## config.mk

```make
export PLATFORM = sky130hd
export DESIGN_NAME = sm_cache_controller
export DESIGN_NICKNAME = d
export VERILOG_FILES = /design/src/rtl/sm_cache_controller.sv
export SDC_FILE = /design/constraint.sdc
export NUM_CORES = 1
export LEC_CHECK = 0
export ABC_AREA = 1
export CAP_MARGIN = 20
export CORE_MARGIN = 10
export CORE_UTILIZATION = 45
export CTS_BUF_LIST = sky130_fd_sc_hd__clkbuf_4
export DETAILED_ROUTE_END_ITERATION = 12
export PLACE_DENSITY = 0.78
export SETUP_SLACK_MARGIN = 0.2
export SLEW_MARGIN = 20
export SYNTH_ARGS = -nofsm -noshare
export SYNTH_HDL_FRONTEND = slang
export SYNTH_SLANG_ARGS = --single-unit
```

## constraint.sdc

```tcl
create_clock -name clock -period 1.4 [get_ports clock]
set_input_delay 0.28 -clock clock [delete_from_list [all_inputs] [get_ports clock]]
set_output_delay 0.28 -clock clock [all_outputs]
set_load 0.01 [all_outputs]
```

## src/rtl/sm_cache_controller.sv

```systemverilog
// sm_cache_controller: cache-side MSI coherence controller for a single-line cache.
// Rev 1.0
`default_nettype none

module sm_cache_controller #(
  parameter int TAG_W = 4
) (
  input  logic             clock,
  input  logic             resetn,
  input  logic             cpuRead,
  input  logic             cpuWrite,
  input  logic [TAG_W-1:0] cpuTag,
  input  logic             fetchIn,
  input  logic             invalidateIn,
  input  logic             dataValueReply,
  output logic             readMiss,
  output logic             writeMiss,
  output logic             writeBack,
  output logic             fetchAck,
  output logic [TAG_W-1:0] busTag,
  output logic             cpuDone,
  output logic [TAG_W-1:0] lineTag,
  output logic [2:0]       currentState
);

  typedef enum logic [2:0] {
    ST_I      = 3'b000,
    ST_S      = 3'b001,
    ST_M      = 3'b010,
    ST_WAIT_S = 3'b011,
    ST_WAIT_M = 3'b100,
    ST_WB     = 3'b101
  } state_t;

  state_t           state_q, state_d;
  logic [TAG_W-1:0] lineTag_q, lineTag_d;
  logic [TAG_W-1:0] busTag_q, busTag_d;
  logic             readMiss_q, readMiss_d;
  logic             writeMiss_q, writeMiss_d;
  logic             writeBack_q, writeBack_d;
  logic             fetchAck_q, fetchAck_d;
  logic             cpuDone_q, cpuDone_d;

  logic req_w;
  logic hit_tag_w;

  // A request still held during its own cpuDone cycle must not be served twice.
  assign req_w     = (cpuRead | cpuWrite) & ~cpuDone_q;
  assign hit_tag_w = (lineTag_q == cpuTag);

  always_comb begin
    state_d     = state_q;
    lineTag_d   = lineTag_q;
    busTag_d    = '0;
    readMiss_d  = 1'b0;
    writeMiss_d = 1'b0;
    writeBack_d = 1'b0;
    fetchAck_d  = 1'b0;
    cpuDone_d   = 1'b0;

    unique case (state_q)
      ST_I: begin
        if (req_w) begin
          lineTag_d = cpuTag;
          busTag_d  = cpuTag;
          if (cpuWrite) begin
            writeMiss_d = 1'b1;
            state_d     = ST_WAIT_M;
          end else begin
            readMiss_d = 1'b1;
            state_d    = ST_WAIT_S;
          end
        end
      end
      ST_S: begin
        if (invalidateIn) begin
          state_d = ST_I;
        end else if (req_w) begin
          if (hit_tag_w && !cpuWrite) begin
            cpuDone_d = 1'b1;
          end else begin
            // Upgrade on a write hit; otherwise the clean line is dropped silently.
            lineTag_d = cpuTag;
            busTag_d  = cpuTag;
            if (cpuWrite) begin
              writeMiss_d = 1'b1;
              state_d     = ST_WAIT_M;
            end else begin
              readMiss_d = 1'b1;
              state_d    = ST_WAIT_S;
            end
          end
        end
      end
      ST_M: begin
        if (fetchIn) begin
          fetchAck_d = 1'b1;
          busTag_d   = lineTag_q;
          state_d    = invalidateIn ? ST_I : ST_S;
        end else if (invalidateIn) begin
          state_d = ST_I;
        end else if (req_w) begin
          if (hit_tag_w) begin
            cpuDone_d = 1'b1;
          end else begin
            writeBack_d = 1'b1;
            busTag_d    = lineTag_q;
            state_d     = ST_WB;
          end
        end
      end
      ST_WB: begin
        state_d = ST_I;
      end
      ST_WAIT_S: begin
        if (dataValueReply) begin
          cpuDone_d = 1'b1;
          state_d   = ST_S;
        end
      end
      ST_WAIT_M: begin
        if (dataValueReply) begin
          cpuDone_d = 1'b1;
          state_d   = ST_M;
        end
      end
      default: begin
        state_d = ST_I;
      end
    endcase
  end

  always_ff @(posedge clock) begin
    if (!resetn) begin
      state_q     <= ST_I;
      lineTag_q   <= '0;
      busTag_q    <= '0;
      readMiss_q  <= 1'b0;
      writeMiss_q <= 1'b0;
      writeBack_q <= 1'b0;
      fetchAck_q  <= 1'b0;
      cpuDone_q   <= 1'b0;
    end else begin
      state_q     <= state_d;
      lineTag_q   <= lineTag_d;
      busTag_q    <= busTag_d;
      readMiss_q  <= readMiss_d;
      writeMiss_q <= writeMiss_d;
      writeBack_q <= writeBack_d;
      fetchAck_q  <= fetchAck_d;
      cpuDone_q   <= cpuDone_d;
    end
  end

  assign readMiss     = readMiss_q;
  assign writeMiss    = writeMiss_q;
  assign writeBack    = writeBack_q;
  assign fetchAck     = fetchAck_q;
  assign busTag       = busTag_q;
  assign cpuDone      = cpuDone_q;
  assign lineTag      = lineTag_q;
  assign currentState = state_q;

endmodule

`default_nettype wire

```

# Word-level counts from Yosys, hierarchy flattened
# Cells that the tools add are included.
[classes]
n_bitwise = 6
n_reduce_logical = 9
eq_ne = 15
n_mux = 50
[ops]
columns = ["op", "n"]
rows = [
  ["$mux W4", 12],
  ["$mux W3", 11],
  ["$mux W1", 21],
  ["$pmux W3 S5", 1],
  ["$ne A2 B2 Y1 const B", 6],
  ["$pmux W4 S3", 1],
  ["$ne A4 B4 Y1 const B", 2],
  ["$pmux W4 S2", 1],
  ["$reduce_and A7 Y1", 1],
  ["$eq A3 B2 Y1 const B", 2],
  ["$ne A3 B3 Y1 const B", 2],
  ["$reduce_and A5 Y1", 1],
  ["$reduce_or A5 Y1", 1],
  ["$eq A4 B4 Y1", 1],
  ["$not A1 Y1", 4],
  ["$pmux W1 S2", 2],
  ["$eq A3 B1 Y1 const B", 1],
  ["$eq A3 B3 Y1 const B", 1],
  ["$logic_not A3 Y1", 1],
  ["$pmux W1 S3", 1],
  ["$reduce_and A2 Y1", 1],
  ["$reduce_bool A2 Y1", 1],
  ["$reduce_or A2 Y1", 1],
  ["$and A1 B1 Y1", 1],
  ["other kinds (3)", 3],
]
[totals]
in_bits = 11
ff_bits = 16
wordCells = 88

# Logic depth before layout (Yosys ltp)
[depth]
word_depth = 6
depth_mapped = 11

# Least setup slack after synthesis
# OpenSTA, ideal clock, no wires.
[synth_path]
kind = "flip-flop to flip-flop"
startpoint = "register lineTag_q[3] (netlist: lineTag[3])"
endpoint = "register state_q[0] (netlist: currentState[0])"
stages_incl_launch_ff = 12
t_arrival_ns = 1.149
setup_slack_ns = 0.138
required_ns = 1.287
cell_sequence = "dfxtp_1 > inv_2 > nand2_1 > nand2_1 > nor2_2 > nand2_1 > nand2_1 > nand2_1 > nand2_2 > nand2_1 > nand2_1 > nor2_1"
[synth_between]
elab_chain_cells = 4
[synth_lines]
columns = ["element", "line", "rtl"]
rows = [
  ["start, declared", "36", "logic [TAG_W-1:0] lineTag_q, lineTag_d;"],
  ["start signal, assigned", "145", "lineTag_q <= lineTag_d;"],
  ["$eq A4 B4 Y1 *", "49", "assign hit_tag_w = (lineTag_q == cpuTag);"],
  ["$logic_and A1 B1 Y1", "79", "if (hit_tag_w && !cpuWrite) begin"],
  ["$ne A3 B3 Y1 (no source line)", "-", ""],
  ["$reduce_and A7 Y1 (no source line) *", "-", ""],
  ["end signal, assigned", "144", "state_q <= state_d;"],
  ["end, declared", "35", "state_t state_q, state_d;"],
]
# Mark *: on every way between the ends. The rest lies on a longest branch, timed or not.
# A chain may end at the register's enable or synchronous reset.

# Final worst setup path
[layout_path]
startpoint = "input port cpuTag[0]"
endpoint = "register state_q[2] (netlist: currentState[2])"
[layout_between]
elab_chain_cells = 4
[layout_lines]
columns = ["element", "line", "rtl"]
rows = [
  ["start, declared", "12", "input logic [TAG_W-1:0] cpuTag,"],
  ["$eq A4 B4 Y1 *", "49", ""],
  ["$logic_and A1 B1 Y1", "79", ""],
  ["$ne A3 B3 Y1 (no source line)", "-", ""],
  ["$reduce_and A7 Y1 (no source line) *", "-", ""],
]
# Marked as above.

==> results.md <==
* Status: complete, but fails checks
* Commonest non-fill, non-tap cells in the layout: 22 x nand2_1, 20 x buf_4, 18 x nor2_1, 13 x nand2_2, 12 x dlygate4sd2_1
* Depth of the worst register-to-register path at 9
* Vias per inst at 5.71
* RSZ-0062 raised after global routing: true
* First-pass GRT wire length at around 5.5 mm
* Setup crit start kind: input port
* Endpoints failing hold at 0
* Least-Margin Pin Slew at 337 ps
* Post-synthesis cell area at around 850 um^2
* First-pass DRT Iterations at 4
* P_sw at around 1.3 mW
* CP delay by family, top: simple AND/OR/NAND/NOR gates
* Synth Area in Simple Gates at 43.7%
* Max Fclk at slightly below 700 MHz
* Clock network fraction of total power at approximately a tenth
* Max transition margin at about 77%
* Part of the power in registers at between 20% and 30%
* Drt wl/cell at between 15 and 20 um
* Comb pwr share at between 60% and 70%
* Final slew viol count at 0
* Cell repeated most along the worst path: nand2_2
* Crit Path Category: input port to register
* Cts bufs inserted at 3
* Vias at 1194
* CP startpoint: cpuTag[0]
* Critical path's largest stage delay at roughly 330 ps
* Chip Height at approximately 63 um
* Initial DRC Count at between 90 and 100
* CTS sink count at 16
* Die X at 63.5 um
* Sw Ratio at 48.5%
* Worst Hold Class: input port to register
* I/O Buffers at 26
* Final setup fails at 5
* Reg2Reg Capture Point: cpuDone
* Std cell rows at 15
* Syn. warnings at 0
* Initial Utilization at 48.2%
* Crit path DAT at 1650 ps
* Slowest cell on crit path: dlygate4sd2_1
* Placer Congestion at approximately 0.83
* Synth area leader: dfxtp_1
* PD cells at 1740 nW/um^2
* Critical path cell sequence: dlygate4sd2_1 -> inv_1 -> nand2_1 -> nand2_2 -> nor2_4 -> nand3_2 -> nand2_2 -> clkinv_4 -> a21oi_2 -> nor2_1
* Clock Skew at roughly 1.9 ps
* Violated checks: setup timing
* Buf+Inv Stages, Crit Path at 3
* Complex-gate fraction of the synthesized area at between 10% and 20%
* Core area at 1760 um^2
* Antenna violations before repair at 0
* Reg-to-reg slack, setup at -20 ps
* Total power at about 2.6 mW
* Tcrit/Tclk final at 104%
* Mux contribution to synthesized area at 0%
* Xor/xnor share of the synthesized area at 0%
* Peak VDD IR at 1.19 mV
* Critical path capture point: currentState[2]
* Setup slack after layout at -52.1 ps
* Synth top area cells: dfxtp_1 38%, nand2_1 17%, nor2_1 8.4%, nand3_1 7.1%, a21oi_1 6.5%
* Grt total ovfl at 0
* MaxCap Viol Count at 0
* Area share of the largest cell type after synthesis at a little under two fifths
* WP data required at 1590 ps
* Syn nets at 143
* CTS Root Cell: clkbuf_4
* Largest family of logic cells by synthesized area: simple AND/OR/NAND/NOR gates
* R2r startpoint: lineTag[2]
* Post-DP HPWL at about 2.1 mm
* Post-synthesis sequential area ratio at a little under two fifths
* Layout area overhead at 78.1%
* Gr usage total at between 15 and 20%
* H-tree levels at 1
* Mapped Cells at 132
* Avg Inst Size Synth at 6.44 um^2
* Final wirelength at 4.11 mm
* Crit path max fanout at 3
* Adder-cell area share of the yosys netlist at 0%
* Static leakage at approximately 0.70 nW
* Setup TNS at -164 ps
* CTS tree: done
* CP Depth at 10
* Most common cell after layout, fill and taps aside: nand2_1
* Post-layout min period at 1450 ps
* Worst setup EP type: register
* Die area at 4030 um^2
* Clk buf depth at 2
* Largest net degree at the start of global routing at 10
* DRC errors left at 0
* Flops & latches, synth at 16
* Worst-path clk slew at about 110 ps
* Number of routed nets with antenna violations at 0
* IO Pins at 27
* Int Pwr at 1.36 mW
* Vias in the first global route at approximately 1.1k
* Worst-Skew Late Latency at just under 300 ps
* Ant. Diodes at 0
* Share of layout cells above drive strength 1 at 51.6%
* Nets@finish at between 150 and 200
* Library cells used by synthesis at 20
-- stage by stage --
stage          setup WS [ps]  std cells  hold WS (ps)  utilization (%)  instance area, um^2
2_1_floorplan            204        132           358                -                  863
3_3_place_gp            -324        196           468             71.0                 1250
3_5_place_dp            -377        196           478             71.0                 1250
4_1_cts                  101        206           425             82.6                 1460
5_1_grt                -89.9        209           470             85.7                 1510
6_report               -52.1        209           462             85.7                 1510
-- worst min-delay path, cell delays in order --
cell,delay (ps)
dlygate4sd2_1,300
nand3_4,110
a21oi_2,40
-- layout make-up --
cell class | instances | area, um^2
Clock inverter | 1 | 3.75
Fill cell | 99 | 251
Clock buffer | 3 | 22.5
Timing Repair Buffer | 48 | 378
Multi-Input combinational cell | 97 | 654
Tap cell | 25 | 31.3
Sequential cell | 16 | 342
Inverter | 19 | 81.3
-- registers in the layout (all words and copies together), names as in the netlist --
signal / flops
writeMiss: 1
writeBack: 1
currentState: 3
fetchAck: 1
cpuDone: 1
busTag: 4
readMiss: 1
lineTag: 4
-- per-layer routing --
metal,vias to the layer above,wire length (um),global-route usage [%]
met2,91,2000,30.9
li1,526,-,-
met3,30,370,4.95
met4,0,280,4.10
met5,-,0,0
met1,547,1460,18.0
-- kinds of logic (layout without fill, tap and decap cells) --
logic type / after synthesis / in the layout
and+or+nand+nor: 83 / 83
DFF: 16 / 16
buffers and inverters: 19 / 71
AOI/OAI and AO/OA: 14 / 14
-- cells in the mapped netlist, drive strengths merged --
master / instances
nand2: 40
nor2: 24
inv: 17
dfxtp: 16
nand3: 13
a21oi: 11
nor3: 3
clkinv: 2
o21ai: 2
nand3b: 1
nand4: 1
nor4: 1
o2111ai: 1
-- how the worst min path moves through the flow --
stage                     from    endpoint  slack (ps)  cells after the start
global route         cpuTag[1]   busTag[1]         470                      3
detailed placement  lineTag[1]  lineTag[1]         480                      2
CTS                  cpuTag[1]  lineTag[1]         430                      3
finish               cpuTag[3]  lineTag[3]         460                      3
floorplan              fetchIn   writeBack         360                      1
global placement    lineTag[1]  lineTag[1]         470                      2
-- timing repair --
action / 4_1_cts / 5_1_grt
buffers inserted: 6 / 3
endpoints found under the setup margin: 30 / 25
pin swaps: 24 / 12
hold buffers: 0 / 0
resized for setup: 74 / 31
-- power by group through the flow --
stage	logic, mW	clock network, mW	registers (mW)
2_1_floorplan	0.615	0	0.750
3_3_place_gp	1.12	0	0.702
3_5_place_dp	1.14	0	0.708
4_1_cts	1.37	0.259	0.736
5_1_grt	1.72	0.280	0.774
6_report	1.61	0.272	0.761
Power figures use the tool's default switching activity.
